File: src/rtl/mem_arbiter.sv
// Two-port round-robin arbiter in front of a single storage controller (IDLE/ISSUE/WAIT/DONE).
// Optional WAIT timeout with a sticky stuck flag is enabled by defining MEM_ARBITER_TIMEOUT_EN.
module mem_arbiter #(
  parameter int unsigned TIMEOUT_CYCLES = 1024,
  parameter logic [31:0] SRAM_LIMIT     = 32'h0000_2000
) (
  input  logic        clk,
  input  logic        rst,
  input  logic        p0_valid,
  input  logic [31:0] p0_addr,
  output logic        p0_ready,
  output logic        p0_rvalid,
  output logic [31:0] p0_rdata,
  output logic        p0_err,
  input  logic        p1_valid,
  input  logic        p1_we,
  input  logic [31:0] p1_addr,
  input  logic [31:0] p1_wdata,
  input  logic [3:0]  p1_be,
  output logic        p1_ready,
  output logic        p1_rvalid,
  output logic [31:0] p1_rdata,
  output logic        p1_err,
  output logic        memory_access,
  output logic        memory_is_writing,
  output logic [31:0] addr,
  output logic [31:0] d_in,
  output logic [3:0]  mem_be,
  input  logic [31:0] d_out,
  input  logic        out_valid,
  input  logic        set_programming_mode,
  output logic        busy,
  output logic        stuck
);

  typedef enum logic [1:0] {IDLE, ISSUE, WAIT, DONE} state_t;

  state_t      state_q, state_d;
  logic        rr_q, rr_d;
  logic        port_q, port_d;
  logic        we_q, we_d;
  logic [31:0] addr_q, addr_d;
  logic [31:0] wdata_q, wdata_d;
  logic [3:0]  be_q, be_d;
  logic [31:0] rdata_q, rdata_d;
  logic        err_q, err_d;
  logic        stuck_q, stuck_d;

  logic gnt0, gnt1, can_grant, hs0, hs1, wait_expired;

`ifdef MEM_ARBITER_TIMEOUT_EN
  localparam logic [15:0] TO_LAST = 16'(TIMEOUT_CYCLES - 1);
  logic [15:0] cnt_q, cnt_d;
`endif

  // rr_q=0 prefers port 0 on contention; a lone requester always wins.
  assign gnt0      = p0_valid & (~p1_valid | ~rr_q);
  assign gnt1      = p1_valid & (~p0_valid |  rr_q);
  assign can_grant = (state_q == IDLE) & ~set_programming_mode & ~stuck_q & ~rst;
  assign hs0       = can_grant & gnt0;
  assign hs1       = can_grant & gnt1;

  always_ff @(posedge clk) begin
    if (rst) begin
      state_q <= IDLE;
      rr_q    <= 1'b0;
      port_q  <= 1'b0;
      we_q    <= 1'b0;
      addr_q  <= '0;
      wdata_q <= '0;
      be_q    <= '0;
      rdata_q <= '0;
      err_q   <= 1'b0;
      stuck_q <= 1'b0;
    end else begin
      state_q <= state_d;
      rr_q    <= rr_d;
      port_q  <= port_d;
      we_q    <= we_d;
      addr_q  <= addr_d;
      wdata_q <= wdata_d;
      be_q    <= be_d;
      rdata_q <= rdata_d;
      err_q   <= err_d;
      stuck_q <= stuck_d;
    end
  end

`ifdef MEM_ARBITER_TIMEOUT_EN
  always_ff @(posedge clk) begin
    if (rst) cnt_q <= '0;
    else     cnt_q <= cnt_d;
  end
  assign wait_expired = (cnt_q == TO_LAST);
`else
  assign wait_expired = 1'b0;
`endif

  always_comb begin
    state_d = state_q;
    rr_d    = rr_q;
    port_d  = port_q;
    we_d    = we_q;
    addr_d  = addr_q;
    wdata_d = wdata_q;
    be_d    = be_q;
    rdata_d = rdata_q;
    err_d   = err_q;
    stuck_d = stuck_q;
`ifdef MEM_ARBITER_TIMEOUT_EN
    cnt_d   = cnt_q;
`endif
    case (state_q)
      IDLE: begin
        if (hs0) begin
          state_d = ISSUE;
          rr_d    = 1'b1;
          port_d  = 1'b0;
          we_d    = 1'b0;
          addr_d  = p0_addr;
          wdata_d = '0;
          be_d    = 4'hF;
          rdata_d = '0;
          err_d   = 1'b0;
        end else if (hs1) begin
          rr_d    = 1'b0;
          port_d  = 1'b1;
          we_d    = p1_we;
          addr_d  = p1_addr;
          wdata_d = p1_wdata;
          be_d    = p1_be;
          rdata_d = '0;
          // Writes beyond SRAM are rejected without touching storage.
          if (p1_we && (p1_addr >= SRAM_LIMIT)) begin
            state_d = DONE;
            err_d   = 1'b1;
          end else begin
            state_d = ISSUE;
            err_d   = 1'b0;
          end
        end
      end
      ISSUE: begin
        if (set_programming_mode) begin
          state_d = DONE;
          err_d   = 1'b1;
          rdata_d = '0;
        end else begin
          state_d = WAIT;
`ifdef MEM_ARBITER_TIMEOUT_EN
          cnt_d   = '0;
`endif
        end
      end
      WAIT: begin
        // Programming mode takes priority over a coincident out_valid.
        if (set_programming_mode) begin
          state_d = DONE;
          err_d   = 1'b1;
          rdata_d = '0;
        end else if (we_q) begin
          state_d = DONE;
          err_d   = 1'b0;
        end else if (out_valid) begin
          state_d = DONE;
          err_d   = 1'b0;
          rdata_d = d_out;
        end else if (wait_expired) begin
          state_d = DONE;
          err_d   = 1'b1;
          rdata_d = '0;
          stuck_d = 1'b1;
        end else begin
`ifdef MEM_ARBITER_TIMEOUT_EN
          cnt_d   = cnt_q + 16'd1;
`endif
        end
      end
      DONE: state_d = IDLE;
      default: state_d = IDLE;
    endcase
  end

  logic active, in_done;

  always_comb begin
    active            = ~rst & (state_q != IDLE);
    in_done           = ~rst & (state_q == DONE);
    p0_ready          = hs0;
    p1_ready          = hs1;
    memory_access     = ~rst & (state_q == ISSUE);
    memory_is_writing = active & we_q;
    addr              = active ? addr_q  : 32'h0;
    d_in              = active ? wdata_q : 32'h0;
    mem_be            = active ? be_q    : 4'h0;
    p0_rvalid         = in_done & ~port_q;
    p1_rvalid         = in_done &  port_q;
    p0_rdata          = (in_done & ~port_q) ? rdata_q : 32'h0;
    p1_rdata          = (in_done &  port_q) ? rdata_q : 32'h0;
    p0_err            = in_done & ~port_q & err_q;
    p1_err            = in_done &  port_q & err_q;
    busy              = active;
    stuck             = ~rst & stuck_q;
  end

endmodule

File: config.mk
export PLATFORM = sky130hd
export DESIGN_NAME = mem_arbiter
export DESIGN_NICKNAME = d
export VERILOG_FILES = /design/src/rtl/mem_arbiter.sv
export SDC_FILE = /design/constraint.sdc
export NUM_CORES = 1
export LEC_CHECK = 0
export BUFFER_PORTS_ARGS = -buffer_cell sky130_fd_sc_hd__buf_2
export CORE_MARGIN = 5
export CORE_UTILIZATION = 31
export CTS_CLUSTER_DIAMETER = 30
export DETAILED_ROUTE_END_ITERATION = 10
export SLEW_MARGIN = 30
export SYNTH_ARGS = -nofsm -noshare
export SYNTH_HDL_FRONTEND = slang
export SYNTH_SLANG_ARGS = --single-unit
File: constraint.sdc
create_clock -name clk -period 2.15 [get_ports clk]
set_input_delay 0.43 -clock clk [delete_from_list [all_inputs] [get_ports clk]]
set_output_delay 0.43 -clock clk [all_outputs]
set_load 0.005 [all_outputs]
-- After elaboration in Yosys (flattened, before gate mapping)
Index checks and enable logic that the tools add are counted.
- register bits after elaboration: 106
- bits of input ports: 139
- word-level logic and storage cells: 89
- $lt $le $gt $ge: 1
- equal/unequal tests: 8
- multiplexer cells: 40
- bitwise operators: 22
- reduce and logical (&&, ||, !) cells: 9
- operators with widths (operator ; count):
    $mux 32 ; 14
    $pmux 32 s3 ; 1
    $ge 32x14->1 const B ; 1
    $and 1x1->1 ; 14
    $mux 1 ; 14
    $mux 2 ; 6
    $mux 4 ; 3
    $ne 3x3->1 const B ; 3
    $pmux 2 s4 ; 1
    $not 1->1 ; 6
    $reduce_and 5->1 ; 1
    $eq 2x2->1 const B ; 2
    $ne 4x4->1 const B ; 1
    $reduce_and 2->1 ; 2
    $reduce_and 4->1 ; 1
    $reduce_bool 2->1 ; 2
    $pmux 1 s3 ; 1
    $reduce_bool 3->1 ; 1
    $eq 2x1->1 const B ; 1
    $logic_not 2->1 ; 1
    $ne 2x2->1 const B ; 1
    $or 1x1->1 ; 2
    $logic_and 1x1->1 ; 1

-- Depth between registers and ports, before layout
Gate-level depths: netlist of the first run.
- depth after elaboration: 7
- gate-level depth with buffers: 8
- gate-level depth less buffers: 7

-- Worst setup path before layout of the first run
OpenSTA, ideal clock, no wires.
- kind: register -> output
- start point: reg state_q[0]
- end point: out d_in[25]
- data arrival time: 1.403 ns
- slack: 0.317 ns
- stages on the path, launching flop included: 6
- path buffers: 1
- path through: dfxtp_1 -> inv_1 -> ha_1 -> nor2_1 -> clkbuf_1 -> and2_1
- word-level cells in the longest chain between the ends: 3
- RTL lines (element ; line ; source):
    from (decl) ; 38 ; state_t state_q, state_d;
    from (signal assigned) ; 76 ; state_q <= state_d;
    $reduce_bool 2->1 ; 187 ; active = ~rst & (state_q != IDLE);
    $and 1x1->1 ; 187 ;
    via busy ; 32 ; output logic busy,
    $mux 32 ; 194 ; d_in = active ? wdata_q : 32'h0;
    to (decl) ; 27 ; output logic [31:0] d_in,
The timed path passes the listed nets, and every way through them passes these cells.

-- Worst setup path after layout of the first run
- start point: reg state_q[1]
- end point: out mem_be[0]
- word-level cells in the longest chain between the ends: 3
- RTL lines (element ; line ; source):
    $reduce_bool 2->1 ; 187 ;
    $and 1x1->1 ; 187 ;
    $mux 4 ; 195 ; mem_be = active ? be_q : 4'h0;
    to (decl) ; 28 ; output logic [3:0] mem_be,
No other way between the ends.

==> flow_metrics.py, run 1 <==
metrics = {
    "grt": {
        "grt_max_degree": 46,
        "grtUsageTotal_pct": 16.8,
        "grt_pass1_wl_um": 27200,
        "grt_remaining_overflow": 0,
        "grt_pass1_vias": 5188,
        "gr-usage-met1_pct": 21.3,
        "grt_use_met3_pct": 5.33,
        "antenna_found_initial": 2,
        "met2_usage_pct": 27.2,
        "grt_busiest_layer": "met2",
    },
    "yosys": {
        "async_reset_ff_share_pct": 0,
        "ys_types": 47,
        "syn_inst": 628,
        "yosys_warnings": 0,
        "synthTopCellsByArea": "dfxtp_1 (40%), and2_1 (16%), a22oi_1 (9.0%), a21oi_1 (6.3%), nand4_1 (3.9%)",
        "synth_area_um2": 5350,
        "yosysMostFrequentCell": "and2_1",
        "syn_nets": 773,
        "synth-edff-count": 0,
        "ys_ff_latch": 106,
        "yosysSeqAreaShare_pct": 39.6,
        "synthTopCellsByCount": "and2_1 (135), dfxtp_1 (106), a21oi_1 (67)",
        "avgSynthCellArea_um2": 8.53,
        "ys.flop_type": "dfxtp_1",
        "synth.top_cell.area_share_pct": 39.6,
        "yosysTopAreaCell": "dfxtp_1",
    },
    "finish": {
        "fin_area_um2": 7740,
        "area_growth_pct": 44.5,
        "n_antenna_cell": 0,
        "nNetsFinal": 1040,
        "drive_gt1_share_pct": 42.9,
    },
    "power_and_ir_drop": {
        "sequentialPowerShare_pct": 37.0,
        "p_per_area_nw_per_um2": 773,
        "swShare_pct": 32.8,
        "power_switching_mw": 1.96,
        "combPwrFrac_pct": 32.3,
        "clockPowerShare_pct": 30.7,
        "vdd_ir_drop_max_v": 0.000438,
        "p_leak_nw": 3.49,
        "internal_power_mw": 4.02,
    },
    "drt": {
        "ant_nets": 0,
        "drt_first_pass_iters": 5,
        "drt_wl_total_um": 18600,
        "drtIter0Drc": 242,
        "drc": 0,
        "vias": 5438,
        "via_per_inst": 4.83,
        "avgRoutedWirePerCell_um": 16.5,
    },
    "floorplanning": {
        "start_util_pct": 31.3,
        "rows": 48,
        "die-area_um2": 20000,
        "pin_count": 281,
        "chipHeight_um": 141,
        "core_area_um2": 17100,
        "die_w_um": 141,
    },
    "clock_network": {
        "postCtsHoldBufs": 0,
        "cts_tree": "yes",
        "clock_latency_ns": 0.35,
        "htreeDepth": 3,
        "clk_path_buf_depth": 2,
        "cts-root-buf": "clkbuf_16",
        "cts_sinks": 106,
        "clk_pin_slew_worst_paths_ns": 0.07,
        "cts_made_buffers": 9,
    },
    "timing": {
        "max_freq_mhz": 455,
        "final-hold-violation-count": 0,
        "fin_skew_ns": 0.00489,
        "period_needed_ns": 2.20,
        "fin_crit_sh_pct": 102,
        "slew_headroom_pct": 59.2,
        "grt_setup_unrepaired": "true",
        "hold_slack_ns": 0.322,
        "worst_pin_slew_ns": 0.612,
        "drv_slew": 0,
        "setup_slack_ns": -0.0490,
        "finalSetupViolCount": 72,
    },
    "job": {
        "cap_violations": 0,
    },
    "outcome": {
        "violations": "setup timing",
        "status": "complete, but fails checks",
    },
    "setup_path": {
        "ff2ff_path_depth": 7,
        "worstPathCellList": "inv_4 > ha_4 > buf_6 > nor2_4 > buf_12 > clkbuf_16 > and2_1 > buf_2",
        "crit_path_end": "mem_be[0]",
        "r2r_setup_slack_ns": 0.22,
        "cp-startpoint": "state_q[1]$_SDFFE_PP0P_",
        "crit_path_start_kind": "register",
        "crit_type": "reg -> out",
        "crit_slowest_cell": "dfxtp_4",
        "critical_path_arrival_ns": 1.77,
        "timing.rr.start": "state_q[0]$_SDFFE_PP0P_",
        "slowest_delay_ns": 0.37,
        "end_kind": "output pin",
        "cp.required_ns": 1.72,
        "r2r-end": "rdata_q[18]$_SDFFE_PP0P_",
        "critPathMaxFanout": 17,
    },
    "placement": {
        "io_buffer_count": 279,
        "placed_area_um2": 6860,
        "gp_routability_congestion": 0.826,
        "dpl.hpwl_um": 12800,
    },
    "min_path": {
        "hp-class": "in -> reg",
    },
}
## worst min-delay path by stage
stage	from	to	slack, ns	cells after the start
2_1_floorplan	addr_q[0]$_SDFFE_PP0P_	addr_q[0]$_SDFFE_PP0P_	0.43	2
3_3_place_gp	addr_q[6]$_SDFFE_PP0P_	addr_q[6]$_SDFFE_PP0P_	0.44	2
3_5_place_dp	addr_q[6]$_SDFFE_PP0P_	addr_q[6]$_SDFFE_PP0P_	0.44	2
4_1_cts	p1_wdata[8]	wdata_q[8]$_SDFFE_PP0P_	0.31	3
5_1_grt	p1_be[2]	be_q[2]$_SDFFE_PP0P_	0.32	3
6_report	p1_be[2]	be_q[2]$_SDFFE_PP0P_	0.32	3
## registers in the layout (all words and copies together), names as in the netlist
name	cells
state_q	2
be_q	4
wdata_q	32
rr_q	1
addr_q	32
rdata_q	32
err_q	1
we_q	1
port_q	1
## power by group through the flow
stage	logic (mW)	registers, mW	clock network (mW)
global placement	1.51	2.25	0
detailed placement	1.52	2.25	0
finish	1.93	2.21	1.83
CTS	1.87	2.21	1.90
floorplan	1.08	2.22	0
global route	2.10	2.24	1.98
## cell usage in the layout, fill, tap and decap left out, types with 9 or more instances in the layout
master     Yosys  routed
o21ai_0       32      32
nor2_1        40      39
a22oi_1       64      64
a21oi_1       67      67
buf_2          1     251
clkbuf_16      0      12
dfxtp_1      106     104
nand4_1       33      33
buf_6         10      29
buf_4          8      20
buf_12         0       9
nand2_1       35      35
and2_1       135     107
and2_4         0      28
## metal layers
layer | wire, um | vias up
met4 | 336 | 4
met2 | 8740 | 208
met1 | 7850 | 2462
met3 | 1670 | 26
met5 | 19 | -
li1 | - | 2738
## worst max-delay path: cells and delay by family (launching register included)
kind          cells  cell delay, ns
fa+ha+maj         1            0.15
buf+inv           5            0.59
flops             1            0.37
simple gates      2            0.30
## final cells by class
type                            count  area, um^2
Sequential cell                   106        2130
Timing Repair Buffer              316        2090
Tap cell                          225         282
Clock buffer                        9         225
Multi-Input combinational cell    456        2880
Fill cell                        1722        9380
Inverter                            6        35.0
Clock inverter                      7         100
## metrics by stage
step           TNS, ns  setup WS, ns  total power [mW]  util, %  std cells
3_5_place_dp         0         0.154              3.77     40.1       1093
2_1_floorplan        0         0.317              3.30        -        628
3_3_place_gp         0         0.179              3.76     40.1       1093
6_report         -1.00       -0.0490              5.98     45.2       1125
4_1_cts         -0.711       -0.0363              5.98     43.9       1122
5_1_grt          -8.47        -0.102              6.31     45.2       1125
## repair_timing
item / 4_1_cts / 5_1_grt
pin swaps: 16 / 6
gates cloned: 3 / 4
gates resized for setup: 39 / 37
buffers inserted: 10 / 0
setup endpoints to repair: 73 / 129
## cell families after synthesis
group / count (synthesis) / share of synthesized area, %
AOI/OAI and AO/OA: 177 / 21.1
adders and majority gates: 6 / 1.40
buffers and inverters: 66 / 8.55
DFF: 106 / 39.6
muxes: 1 / 0.187
other: 1 / 0.0700
and+or+nand+nor: 271 / 29.1
Power figures use the tool's default switching activity.
==> inputs of run 2 (changes only) <==
--- a/config.mk
+++ b/config.mk
@@ -10,7 +10,7 @@
 export CORE_UTILIZATION = 31
 export CTS_CLUSTER_DIAMETER = 30
 export DETAILED_ROUTE_END_ITERATION = 10
-export SLEW_MARGIN = 30
+export PLACE_DENSITY_LB_ADDON = 0.08
 export SYNTH_ARGS = -nofsm -noshare
 export SYNTH_HDL_FRONTEND = slang
 export SYNTH_SLANG_ARGS = --single-unit
==> run 2 against run 1 <==
The flow now finishes without violations. Wire length up 3.2%. Register-to-register slack about the same. First-iteration DRC count up 0.41%. Non-clock buffer count down 4. Clock skew up 0.0026 ns. Maximum frequency up 3.4%. Sequential power about the same. Combinational power about the same. Clock-buffer cell count up 4. Final cell count down 0.36%. Critical path type unchanged. Critical endpoint is now p0_rdata[26]. Largest cell class unchanged.
==> flow_metrics.py, run 2 (same netlist as run 1, synthesis figures left out) <==
metrics = {
    "outcome": {
        "status": "completed",
    },
    "finish": {
        "nNetsFinal": 1036,
        "final_common_cell": "buf_2",
        "area_growth_pct": 43.0,
        "biggestRegsByFlops": "addr_q x32, rdata_q x32, wdata_q x32",
        "fin_area_um2": 7650,
        "final_cell_mix": "buf_2 (256), and2_1 (110), dfxtp_1 (104), a21oi_1 (67), a22oi_1 (64)",
        "drive_gt1_share_pct": 41.7,
    },
    "clock_network": {
        "cts_tree": "yes",
        "cts_made_buffers": 9,
        "clock_latency_ns": 0.34,
        "cts_sinks": 106,
        "htreeDepth": 3,
        "clk_pin_slew_worst_paths_ns": 0.07,
        "cts-root-buf": "clkbuf_16",
        "clk_path_buf_depth": 2,
    },
    "timing": {
        "fin_crit_sh_pct": 99.0,
        "fin_skew_ns": 0.00747,
        "max_freq_mhz": 470,
        "finalSetupViolCount": 0,
        "grt_setup_unrepaired": "true",
        "period_needed_ns": 2.13,
        "worst_pin_slew_ns": 0.631,
        "final-hold-violation-count": 0,
        "slew_headroom_pct": 57.9,
        "drv_slew": 0,
        "setup_slack_ns": 0.0224,
    },
    "grt": {
        "grt_max_degree": 65,
        "grtUsageTotal_pct": 17.2,
        "antenna_found_initial": 3,
        "grt_pass1_vias": 5411,
        "grt_remaining_overflow": 0,
        "grt_pass1_wl_um": 28100,
    },
    "setup_path": {
        "critical_path_arrival_ns": 1.70,
        "cp.required_ns": 1.72,
        "critPathMaxFanout": 8,
        "end_kind": "output pin",
        "crit_type": "reg -> out",
        "crit_path_start_kind": "register",
    },
    "floorplanning": {
        "pin_count": 281,
        "die_w_um": 141,
        "rows": 48,
        "start_util_pct": 31.3,
        "chipHeight_um": 141,
        "die-area_um2": 20000,
        "core_area_um2": 17100,
    },
    "power_and_ir_drop": {
        "p_leak_nw": 3.44,
        "vdd_ir_drop_max_v": 0.000379,
        "p_per_area_nw_per_um2": 755,
    },
    "job": {
        "cap_violations": 0,
    },
    "placement": {
        "dp_slack_ns": 0.0985,
        "placed_area_um2": 6820,
        "dpl.hpwl_um": 12700,
        "io_buffer_count": 279,
        "gp_routability_congestion": 0.824,
    },
    "drt": {
        "drt_first_pass_iters": 5,
        "vias": 5592,
        "via_per_inst": 4.99,
        "avgRoutedWirePerCell_um": 17.1,
        "drtIter0Drc": 243,
        "drt_wl_total_um": 19200,
        "ant_nets": 0,
        "drc": 0,
    },
    "min_path": {
        "hp-class": "in -> reg",
    },
}
[run 2: worst max-delay path, stage by stage, from the launching register on]
cell and delay [ns]:
dfxtp_4 0.36, buf_6 0.12, ha_4 0.15, nor3b_4 0.14, buf_6 0.15, clkbuf_16 0.17, and2_1 0.15, buf_2 0.12
[run 2: final timing paths]
kind                                               from                       end  slack (ns)  depth (start not counted)
worst max-delay path            state_q[0]$_SDFFE_PP0P_              p0_rdata[26]        0.02                          7
worst min-delay path                           p1_be[3]      be_q[3]$_SDFFE_PP0P_        0.33                          3
worst max register to register  state_q[0]$_SDFFE_PP0P_  rdata_q[11]$_SDFFE_PP0P_        0.21                          6
worst min register to register  addr_q[28]$_SDFFE_PP0P_   addr_q[28]$_SDFFE_PP0P_        0.45                          2
[run 2: where the power goes]
| part | leakage, nW | total [mW] | switching [mW] | internal (mW) |
|---|---|---|---|---|
| Clock | 0.136 | 1.66 | 0.731 | 0.932 |
| Combinational | 2.45 | 1.90 | 1.08 | 0.826 |
| Sequential | 0.859 | 2.21 | 0.0891 | 2.12 |
| Total | 3.44 | 5.78 | 1.90 | 3.88 |
[run 2: layer usage]
metal	track usage, %	share of wire, %	wire, um
met1	22.0	43	8340
met3	5.16	8.0	1530
met2	27.8	46	8910
met4	6.26	2.1	412
met5	0	0.068	13
[run 2: area by class of cell]
type / count / area (um^2)
fill: 1777 / 9460
clock inverter: 2 / 37.5
clock buffer: 13 / 250
tap: 225 / 282
antenna: 1 / 2.50
inverter: 6 / 25.0
timing repair buffer: 312 / 2040
multi-input combinational: 456 / 2890
sequential: 106 / 2130
[run 2: through the flow]
stage / setup TNS, ns / cells / total power [mW] / utilization [%] / hold slack, ns
floorplan: 0 / 628 / 3.30 / - / 0.429
detailed placement: 0 / 1087 / 3.79 / 39.8 / 0.442
finish: 0 / 1121 / 5.78 / 44.7 / 0.332
global route: -1.93 / 1121 / 6.11 / 44.7 / 0.324
global placement: 0 / 1087 / 3.78 / 39.8 / 0.439
CTS: -0.0103 / 1107 / 5.60 / 42.1 / 0.316
[run 2: repair_timing]
action | in CTS | in global routing
pin swaps | 1 | 23
endpoints found under the setup margin | 83 | 133
hold buffers | 0 | 0
hold endpoints to repair | 0 | 0
resized for setup | 7 | 67
buffers inserted | 4 | 6
gates cloned | 1 | 7
